`src/rtl/uart_tx_arbiter_pkg.sv`:
```
// Shared definitions for the UART transmit arbiter: FSM encoding, requester
// limits, system clock/baud constants and a small width helper.
package uart_tx_arbiter_pkg;

    // Upper bound on requesters the round-robin selector is built for.
    localparam int NUM_REQ_MAX = 8;

    // System-wide UART timing constants shared with the serializer.
    localparam int CLK_FREQ_HZ  = 50_000_000;
    localparam int BAUD_RATE    = 115_200;
    localparam int CLKS_PER_BIT = CLK_FREQ_HZ / BAUD_RATE;

    // Arbiter FSM states.
    typedef enum logic [1:0] {
        ST_IDLE      = 2'd0,
        ST_SEND      = 2'd1,
        ST_WAIT_BUSY = 2'd2,
        ST_WAIT_DONE = 2'd3
    } arb_state_e;

    // Counter width able to hold 0..max_val, never narrower than one bit.
    function automatic int cnt_width(input int max_val);
        int w;
        w = $clog2(max_val + 1);
        return (w < 1) ? 1 : w;
    endfunction

endpackage

```
`src/rtl/uart_tx_arbiter_rr_select.sv`:
```
// Combinational round-robin selector: the first asserted request found when
// scanning from ptr+1 upward (wrapping modulo NUM_REQ) wins.
module uart_tx_arbiter_rr_select #(
    parameter int NUM_REQ = 4,
    parameter int IDX_W   = 2
) (
    input  logic [NUM_REQ-1:0] req,
    input  logic [IDX_W-1:0]   ptr,
    output logic               any,
    output logic [IDX_W-1:0]   winner
);

    // One extra bit so ptr + offset cannot overflow before the wrap.
    localparam int SUM_W = IDX_W + 1;

    logic [NUM_REQ-1:0] rot_req;
    logic [IDX_W-1:0]   rot_idx [NUM_REQ];

    // Position gi of the rotated view holds requester (ptr + 1 + gi) mod NUM_REQ.
    generate
        for (genvar gi = 0; gi < NUM_REQ; gi++) begin : g_rot
            logic [SUM_W-1:0] sum;
            assign sum         = SUM_W'(ptr) + SUM_W'(gi + 1);
            assign rot_idx[gi] = (sum >= SUM_W'(NUM_REQ)) ? IDX_W'(sum - SUM_W'(NUM_REQ))
                                                          : IDX_W'(sum);
            assign rot_req[gi] = req[rot_idx[gi]];
        end
    endgenerate

    // Lowest rotated position wins; scanning downward lets it overwrite the rest.
    always_comb begin
        any    = |req;
        winner = '0;
        for (int i = NUM_REQ - 1; i >= 0; i--) begin
            if (rot_req[i]) begin
                winner = rot_idx[i];
            end
        end
    end

endmodule

```
`src/rtl/uart_tx_arbiter.sv`:
```
// Round-robin arbiter sharing one UART transmitter among NUM_REQ byte-stream
// requesters. A grant may carry a burst of up to MAX_BURST bytes; each byte is
// launched with a one-cycle registered start pulse and the arbiter follows
// tx_busy to the end of the frame. A serializer that never raises busy sets a
// sticky error and the grant is released.
module uart_tx_arbiter
    import uart_tx_arbiter_pkg::*;
#(
    parameter int NUM_REQ       = 4,
    parameter int IDX_W         = $clog2(NUM_REQ),
    parameter int MAX_BURST     = 16,
    parameter int START_TIMEOUT = 15
) (
    input  logic                 clk,
    input  logic                 reset,
    input  logic [NUM_REQ-1:0]   req,
    input  logic [8*NUM_REQ-1:0] req_data,
    input  logic [NUM_REQ-1:0]   req_last,
    output logic [NUM_REQ-1:0]   req_ack,
    output logic                 tx_start,
    output logic [7:0]           tx_data,
    input  logic                 tx_busy,
    output logic                 grant_valid,
    output logic [IDX_W-1:0]     grant_idx,
    output logic                 tx_err
);

    localparam int BCNT_W = cnt_width(MAX_BURST);
    localparam int TMO_W  = cnt_width(START_TIMEOUT);

    arb_state_e           state_q, state_d;
    logic [IDX_W-1:0]     ptr_q, ptr_d;
    logic [IDX_W-1:0]     grant_idx_q, grant_idx_d;
    logic                 grant_valid_q, grant_valid_d;
    logic [BCNT_W-1:0]    burst_cnt_q, burst_cnt_d;
    logic [TMO_W-1:0]     tmo_q, tmo_d;
    logic                 last_flag_q, last_flag_d;
    logic                 tx_err_q, tx_err_d;
    logic [7:0]           tx_data_q, tx_data_d;
    logic                 tx_start_q, tx_start_d;
    logic [NUM_REQ-1:0]   req_ack_q, req_ack_d;

    logic                 rr_any;
    logic [IDX_W-1:0]     rr_winner;
    logic [7:0]           req_bytes [NUM_REQ];
    logic [TMO_W-1:0]     tmo_inc;
    logic                 burst_continue;

    // Unpack the flat data bus into one byte per requester.
    generate
        for (genvar gi = 0; gi < NUM_REQ; gi++) begin : g_bytes
            assign req_bytes[gi] = req_data[8*gi +: 8];
        end
    endgenerate

    uart_tx_arbiter_rr_select #(
        .NUM_REQ (NUM_REQ),
        .IDX_W   (IDX_W)
    ) u_rr_select (
        .req    (req),
        .ptr    (ptr_q),
        .any    (rr_any),
        .winner (rr_winner)
    );

    assign tmo_inc = tmo_q + TMO_W'(1);

    // Owner keeps the transmitter only while it still has a non-final byte
    // pending and the burst budget is not used up.
    assign burst_continue = req[grant_idx_q] & ~last_flag_q
                          & (burst_cnt_q < BCNT_W'(MAX_BURST));

    // Next-state and registered-output logic of the arbitration FSM.
    always_comb begin
        state_d       = state_q;
        ptr_d         = ptr_q;
        grant_idx_d   = grant_idx_q;
        grant_valid_d = grant_valid_q;
        burst_cnt_d   = burst_cnt_q;
        tmo_d         = tmo_q;
        last_flag_d   = last_flag_q;
        tx_err_d      = tx_err_q;
        tx_data_d     = tx_data_q;
        tx_start_d    = 1'b0;
        req_ack_d     = '0;

        case (state_q)
            ST_IDLE: begin
                if (rr_any) begin
                    grant_idx_d   = rr_winner;
                    grant_valid_d = 1'b1;
                    burst_cnt_d   = '0;
                    state_d       = ST_SEND;
                end
            end

            ST_SEND: begin
                tx_start_d  = 1'b1;
                tx_data_d   = req_bytes[grant_idx_q];
                req_ack_d   = NUM_REQ'(1) << grant_idx_q;
                last_flag_d = req_last[grant_idx_q];
                burst_cnt_d = burst_cnt_q + BCNT_W'(1);
                tmo_d       = '0;
                state_d     = ST_WAIT_BUSY;
            end

            ST_WAIT_BUSY: begin
                if (tx_busy) begin
                    state_d = ST_WAIT_DONE;
                end else if (tmo_inc == TMO_W'(START_TIMEOUT)) begin
                    // Serializer never took the byte: drop it, flag, rotate on.
                    tx_err_d      = 1'b1;
                    grant_valid_d = 1'b0;
                    ptr_d         = grant_idx_q;
                    state_d       = ST_IDLE;
                end else begin
                    tmo_d = tmo_inc;
                end
            end

            ST_WAIT_DONE: begin
                if (!tx_busy) begin
                    if (burst_continue) begin
                        state_d = ST_SEND;
                    end else begin
                        grant_valid_d = 1'b0;
                        ptr_d         = grant_idx_q;
                        state_d       = ST_IDLE;
                    end
                end
            end

            default: begin
                state_d = ST_IDLE;
            end
        endcase
    end

    // State and output registers; reset puts the pointer on the last
    // requester so index 0 is served first.
    always_ff @(posedge clk or posedge reset) begin
        if (reset) begin
            state_q       <= ST_IDLE;
            ptr_q         <= IDX_W'(NUM_REQ - 1);
            grant_idx_q   <= '0;
            grant_valid_q <= 1'b0;
            burst_cnt_q   <= '0;
            tmo_q         <= '0;
            last_flag_q   <= 1'b0;
            tx_err_q      <= 1'b0;
            tx_data_q     <= '0;
            tx_start_q    <= 1'b0;
            req_ack_q     <= '0;
        end else begin
            state_q       <= state_d;
            ptr_q         <= ptr_d;
            grant_idx_q   <= grant_idx_d;
            grant_valid_q <= grant_valid_d;
            burst_cnt_q   <= burst_cnt_d;
            tmo_q         <= tmo_d;
            last_flag_q   <= last_flag_d;
            tx_err_q      <= tx_err_d;
            tx_data_q     <= tx_data_d;
            tx_start_q    <= tx_start_d;
            req_ack_q     <= req_ack_d;
        end
    end

    assign req_ack     = req_ack_q;
    assign tx_start    = tx_start_q;
    assign tx_data     = tx_data_q;
    assign grant_valid = grant_valid_q;
    assign grant_idx   = grant_idx_q;
    assign tx_err      = tx_err_q;

endmodule

```
`config.mk`:
```
export PLATFORM = sky130hd
export DESIGN_NAME = uart_tx_arbiter
export DESIGN_NICKNAME = d
export VERILOG_FILES = /design/src/rtl/uart_tx_arbiter_pkg.sv /design/src/rtl/uart_tx_arbiter_rr_select.sv /design/src/rtl/uart_tx_arbiter.sv
export SDC_FILE = /design/constraint.sdc
export NUM_CORES = 1
export LEC_CHECK = 0
export ABC_AREA = 1
export CAP_MARGIN = 0
export CORE_AREA = 3 3 81 68
export DETAILED_ROUTE_END_ITERATION = 7
export DIE_AREA = 0 0 84 71
export PLACE_DENSITY = 0.74
export SETUP_SLACK_MARGIN = 0.15
export SYNTH_ARGS = -nofsm -noshare
export SYNTH_HDL_FRONTEND = slang
export SYNTH_SLANG_ARGS = --single-unit
```
`constraint.sdc`:
```
create_clock -name clk -period 1.6 [get_ports clk]
set_clock_uncertainty 0.15 [all_clocks]
set_input_delay 0.16 -clock clk [delete_from_list [all_inputs] [get_ports clk]]
set_output_delay 0.16 -clock clk [all_outputs]
set_load 0.02 [all_outputs]
```
After elaboration in Yosys (flattened, before gate mapping):

Index checks and enable logic that the tools add are counted.

* flip-flop bits (word level): 31
* bits in latches: 0
* bits in writable memories: 0
* bits in read-only memories: 0
* bits of input ports: 43
* output and inout port bits: 17
* word-level logic and storage cells: 109
* memories kept: 0

* add/sub/neg operators: 10
* multiply operators: 0
* div/mod/pow operators: 0
* magnitude comparators: 11
* equality and inequality tests: 11
* shift-type cells: 1
* muxes and demuxes: 47
* bitwise operators: 5
* reductions and logical operators: 13

Operators by type and width (count)
* 2-to-1 mux 2 bit: 16
* binary-select mux 8 bit (select 2 bit): 1
* 2-to-1 mux 8 bit: 2
* >= comparator 3 bit (second input constant): 5
* < comparator 2 x 3 -> 1 bit (second input constant): 5
* 2-to-1 mux 1 bit: 13
* binary-select mux 1 bit (select 2 bit): 6
* 2-to-1 mux 4 bit: 3
* inequality test 2 bit (second input constant): 6
* one-hot mux 5 bit (2 select lines): 1
* AND reduction 3 bit: 3
* one-hot mux 2 bit (4 select lines): 1
* one-hot mux 4 bit (2 select lines): 1
* subtractor 2 x 1 -> 2 bit (second input constant): 4
* adder 2 x 2 -> 3 bit (second input constant): 2
* AND reduction 6 bit: 1
* nonzero test 2 bit: 3
* adder 5 x 1 -> 5 bit (second input constant): 1
* < comparator 5 bit (second input constant): 1
* 2-to-1 mux 5 bit: 1
* AND reduction 5 bit: 1
* adder 4 x 1 -> 4 bit (second input constant): 1
* == test 2 bit (second input constant): 2
* == test 4 bit (second input constant): 1
* 14 further kinds: 17

Longest topological paths before layout:

* depth after elaboration: 9
* gate-level depth with buffers: 10

Hierarchy:

A second synthesis with hierarchy kept.

* cells, all modules: 257
* area, all modules: 2059.5 µm²

Modules (own cells, without submodules)
* uart_tx_arbiter: instances 1, cells an instance 206, area each 1793.0 µm², seq. area each 778.2 µm²
* uart_tx_arbiter_rr_select: instances 1, cells an instance 51, area each 266.5 µm², seq. area each 0.0 µm²

Worst setup path before layout:

No wires, ideal clock.

* path type: reg-to-reg
* start point: reg state_q[0]
* end point: reg tmo_q[0]
* library setup time: 0.076 ns
* data arrival time: 1.345 ns
* slack: 0.029 ns
* stages on the path, launching flop included: 9
* period minus slack after synthesis: 1.571 ns
* cells stage by stage: dfrtp_1 > inv_1 > ha_1 > inv_1 > nor2_1 > nand2_4 > nand2_2 > nand3_1 > o21ai_1

* longest elaborated chain between the ends: 3
* elaborated cells on any way between the ends: 7

Ends and longest elaborated chain
* from (decl): RTL line uart_tx_arbiter.sv:31 `arb_state_e state_q, state_d;`
* from (signal assigned): RTL line uart_tx_arbiter.sv:155 `state_q <= state_d;`
* == test 2 bit / == test 2 x 1 -> 1 bit (equally long branches): RTL line uart_tx_arbiter.sv:87 `case (state_q)`
* inequality test 2 bit (no source line) / nonzero test 2 bit (equally long branches)
* AND reduction 3 bit (no source line)
* to (signal assigned): RTL line uart_tx_arbiter.sv:160 `tmo_q <= tmo_d;`
* to (decl): RTL line uart_tx_arbiter.sv:36 `logic [TMO_W-1:0] tmo_q, tmo_d;`

Several ways; a longest one is shown, not always the timed one.
A chain may end at the register's enable or synchronous reset.

Final worst setup path:

* start point: reg ptr_q[0]
* end point: reg grant_idx_q[0], in the netlist grant_idx[0]

* longest elaborated chain between the ends: 9
* elaborated cells on any way between the ends: 28

Ends and longest elaborated chain
* from (decl): RTL line uart_tx_arbiter.sv:32 `logic [IDX_W-1:0] ptr_q, ptr_d;`
* from (signal assigned): RTL line uart_tx_arbiter.sv:144 `ptr_q <= IDX_W'(NUM_REQ - 1);`
* from (signal assigned): RTL line uart_tx_arbiter.sv:156 `ptr_q <= ptr_d;`
* adder 2 x 3 -> 3 bit: RTL line uart_tx_arbiter_rr_select.sv:23 `assign sum = SUM_W'(ptr) + SUM_W'(gi + 1);`
* >= comparator 3 bit / subtractor 2 x 1 -> 2 bit (equally long branches): RTL line uart_tx_arbiter_rr_select.sv:24 `assign rot_idx[gi] = (sum >= SUM_W'(NUM_REQ)) ? IDX_W'(sum - SUM_W'(NUM_REQ))`
* 2-to-1 mux 2 bit: RTL line uart_tx_arbiter_rr_select.sv:24
* binary-select mux 1 bit (select 2 bit): RTL line uart_tx_arbiter_rr_select.sv:26 `assign rot_req[gi] = req[rot_idx[gi]];`
* 2-to-1 mux 1 bit (implied by the code): RTL line uart_tx_arbiter_rr_select.sv:26
* 2-to-1 mux 2 bit (3 in a row): RTL line uart_tx_arbiter_rr_select.sv:35 `if (rot_req[i]) begin`
* 2-to-1 mux 2 bit *: RTL line uart_tx_arbiter_rr_select.sv:35
* to (signal assigned): RTL line uart_tx_arbiter.sv:157 `grant_idx_q <= grant_idx_d;`
* to (decl): RTL line uart_tx_arbiter.sv:33 `logic [IDX_W-1:0] grant_idx_q, grant_idx_d;`

Every way passes the cells marked *; elsewhere a longest branch is shown, timed or not. The select of a mux whose other input is x is not followed.

==> results.md <==
- Register area share after synthesis: 39.7%
- #FFs+latches synth: 31
- Multi-input gate area: 0.00152 mm^2
- Crit-path max cell delay: 580 ps
- Dpl hpwl: 3970 um
- Layout cells sized above 1: 43.3%
- Chip Height: 71 um
- Most frequent cell after synthesis: nand2_1
- Pin count of the biggest net entering global routing: 19
- Slew margin rel.: 71.7%
- DR pass1 iterations: 5
- CTS clk-pin slew, worst paths: 70 ps
- Synth top area share: 37.0%
- Cell Rows: 23
- Worst EP required: 1660 ps
- Ys flop type: dfrtp_1
- IO Port Bufs: 59
- Synth-to-Final Area Change: 84.0%
- Top area cells in the synthesized netlist: dfrtp_1 (37%), nand2_1 (15%), a22oi_1 (5.7%)
- Worst-Skew Late Latency: 290 ps
- Nets: 408
- Fmax: 603 MHz
- Final RePlAce weighted congestion: 0.838
- Leakage: 1.58 nW
- Worst Path Max Fanout: 6
- Routed Wire Length: 8030 um
- Tmin final: 1660 ps
- Vias in the first global route: 2017
- Setup Viol. Count Final: 4
- Ports: 60
- P per Cell Area: 1960 mW/mm^2
- Failing checks: setup timing
- FF/Latch Area: 783 um^2
- Final Instance Area: 0.00360 mm^2
- Worst path cell trace: buf_6, o21ai_4, buf_4, nand2_1, nand2_1, inv_1, nand3_2, a21oi_2
- Crit end category: flop
- CP delay by family, top: flip-flops
- Post-synth top cells: nand2_1 (76), dfrtp_1 (29), inv_1 (19), nand3_1 (19), nor2_1 (17)
- YS warnings: 0
- Fill count: 301
- Drt drc: 0
- Crit start category: flop
- Worst min path class: in -> reg
- Syn Nets: 301
- Overflow after GRT: 0
- GRT Resource Usage Total: 20.1%
- Number of flops mapped to enable cells by yosys: 0
- Type of the worst setup path: reg -> reg
- Final setup TNS: -136 ps
- Core Region: 0.00486 mm^2
- Syn Area/Cell: 7.84 um^2
- Root Driver: clkbuf_8
- DIE AREA: 0.00596 mm^2
- Ys async rst share: 100%
- Clock sinks: 31
- Die width: 84 um
- Ant. Diodes: 0
- First-pass GRT wire length: 9630 um
- Final Hold Fails: 0
- Max-slew violation count: 0
- Cell area after synthesis: 0.00196 mm^2
- Worst vdd ir: 1.07 mV
- Yosys cell types: 32
- Initial Util: 40.3%
- CTS tree: done
- Status: complete, but fails checks
- MaxCap Viol Count: 0
- Vias: 2452
- CP bufs+invs: 3
- Initial antenna violation count: 0
- Wire length per cell: 19.1 um
- Fin crit share: 104%
- Routed Antenna Nets: 0
- Slowest cell on crit path: dfstp_2
- Clock buffer depth: 2
- WP data arrival: 1720 ps
- Vias per cell: 5.84
- Total CTS buffers: 5
- RSZ-0062 raised after global routing: true
- Top cell type by total area after synthesis: dfrtp_1
- Slew @ Worst Pin: 423 ps
- Setup WS post-layout: -58.5 ps
- Most frequent CP cell: nand2_1
- Dpl cell area: 0.00274 mm^2
- Initial drt markers: 175
- # H-tree levels: 2
- Cells after synthesis: 250
## cell families (layout without fill, tap and decap cells)
logic type      after synthesis  in the layout  share of synthesized area, %
compound gates               46             46                          15.8
xor+xnor                      1              1                         0.830
flops                        31             31                          39.7
simple gates                134            134                          32.1
fa+ha+maj                     8              8                          5.11
buf+inv                      30            138                          6.45
## sequential cells by signal, summed over array words and instances, names as in the netlist
register,count
tx_start,1
ptr_q,2
state_q,2
grant_valid,1
tmo_q,4
req_ack,4
burst_cnt_q,5
tx_data,8
grant_idx,2
tx_err,1
last_flag_q,1
## worst paths after layout
path                         startpoint            to  slack (ps)  depth (start not counted)
min in group asynchronous         reset    tx_data[6]         590                          3
max in group asynchronous         reset      tx_start         280                          4
hold reg to reg                  tx_err        tx_err         370                          2
setup reg to reg               ptr_q[0]  grant_idx[0]         -60                          8
setup / recovery               ptr_q[0]  grant_idx[0]         -60                          8
hold / removal             req_data[31]    tx_data[7]         330                          3
## metrics by stage
step | instances | power (mW) | setup slack [ps] | utilization (%) | hold slack (ps)
2_1_floorplan | 250 | 3.36 | 124 | - | 106
3_3_place_gp | 381 | 4.32 | -24.5 | 56.3 | 283
3_5_place_dp | 381 | 4.38 | -92.6 | 56.3 | 299
4_1_cts | 405 | 5.44 | 55.0 | 62.7 | 318
5_1_grt | 420 | 7.43 | -150 | 74.1 | 342
6_report | 420 | 7.06 | -58.5 | 74.1 | 331
## placed cells by master, fill, tap and decap left out, drive strengths merged, types with 8 or more instances in the layout
cell,synthesis,routed
a22oi,15,15
buf,4,42
clkbuf,1,12
clkdlybuf4s50,0,42
dfrtp,29,29
dlygate4sd2,0,16
ha,8,8
inv,25,24
nand2,81,81
nand3,21,21
nor2,19,19
o21ai,14,14
## final cells by class
type                       count  area share (%)
multi-input combinational    189            42.1
timing repair buffer         105            28.2
clock buffer                   8            2.78
inverter                      25            3.05
sequential                    31            21.7
tap                           62            2.15
## power breakdown
part	internal (mW)	switching [mW]	total (mW)
Clock	0.392	0.299	0.692
Sequential	1.13	0.365	1.49
Combinational	2.15	2.73	4.88
Total	3.67	3.39	7.06
## metal layers
metal	vias up	track usage (%)	part of all wire (%)
li1	1067	-	-
met1	1179	26.6	39
met2	152	33.5	49
met3	54	3.49	6.8
met4	0	6.61	5.0
met5	-	0	0
## timing repair
item,4_1_cts,5_1_grt
setup buffers,15,12
endpoints found under the hold margin,6,0
resized for setup,47,95
gates cloned,0,3
pin swaps,14,30
endpoints found under the setup margin,42,29
hold buffers,1,0
## worst min-delay path: stages
cell and delay, ps:
clkdlybuf4s50_1 390, nand2_1 80, a41oi_2 100
(Power assumes the default switching activity.)
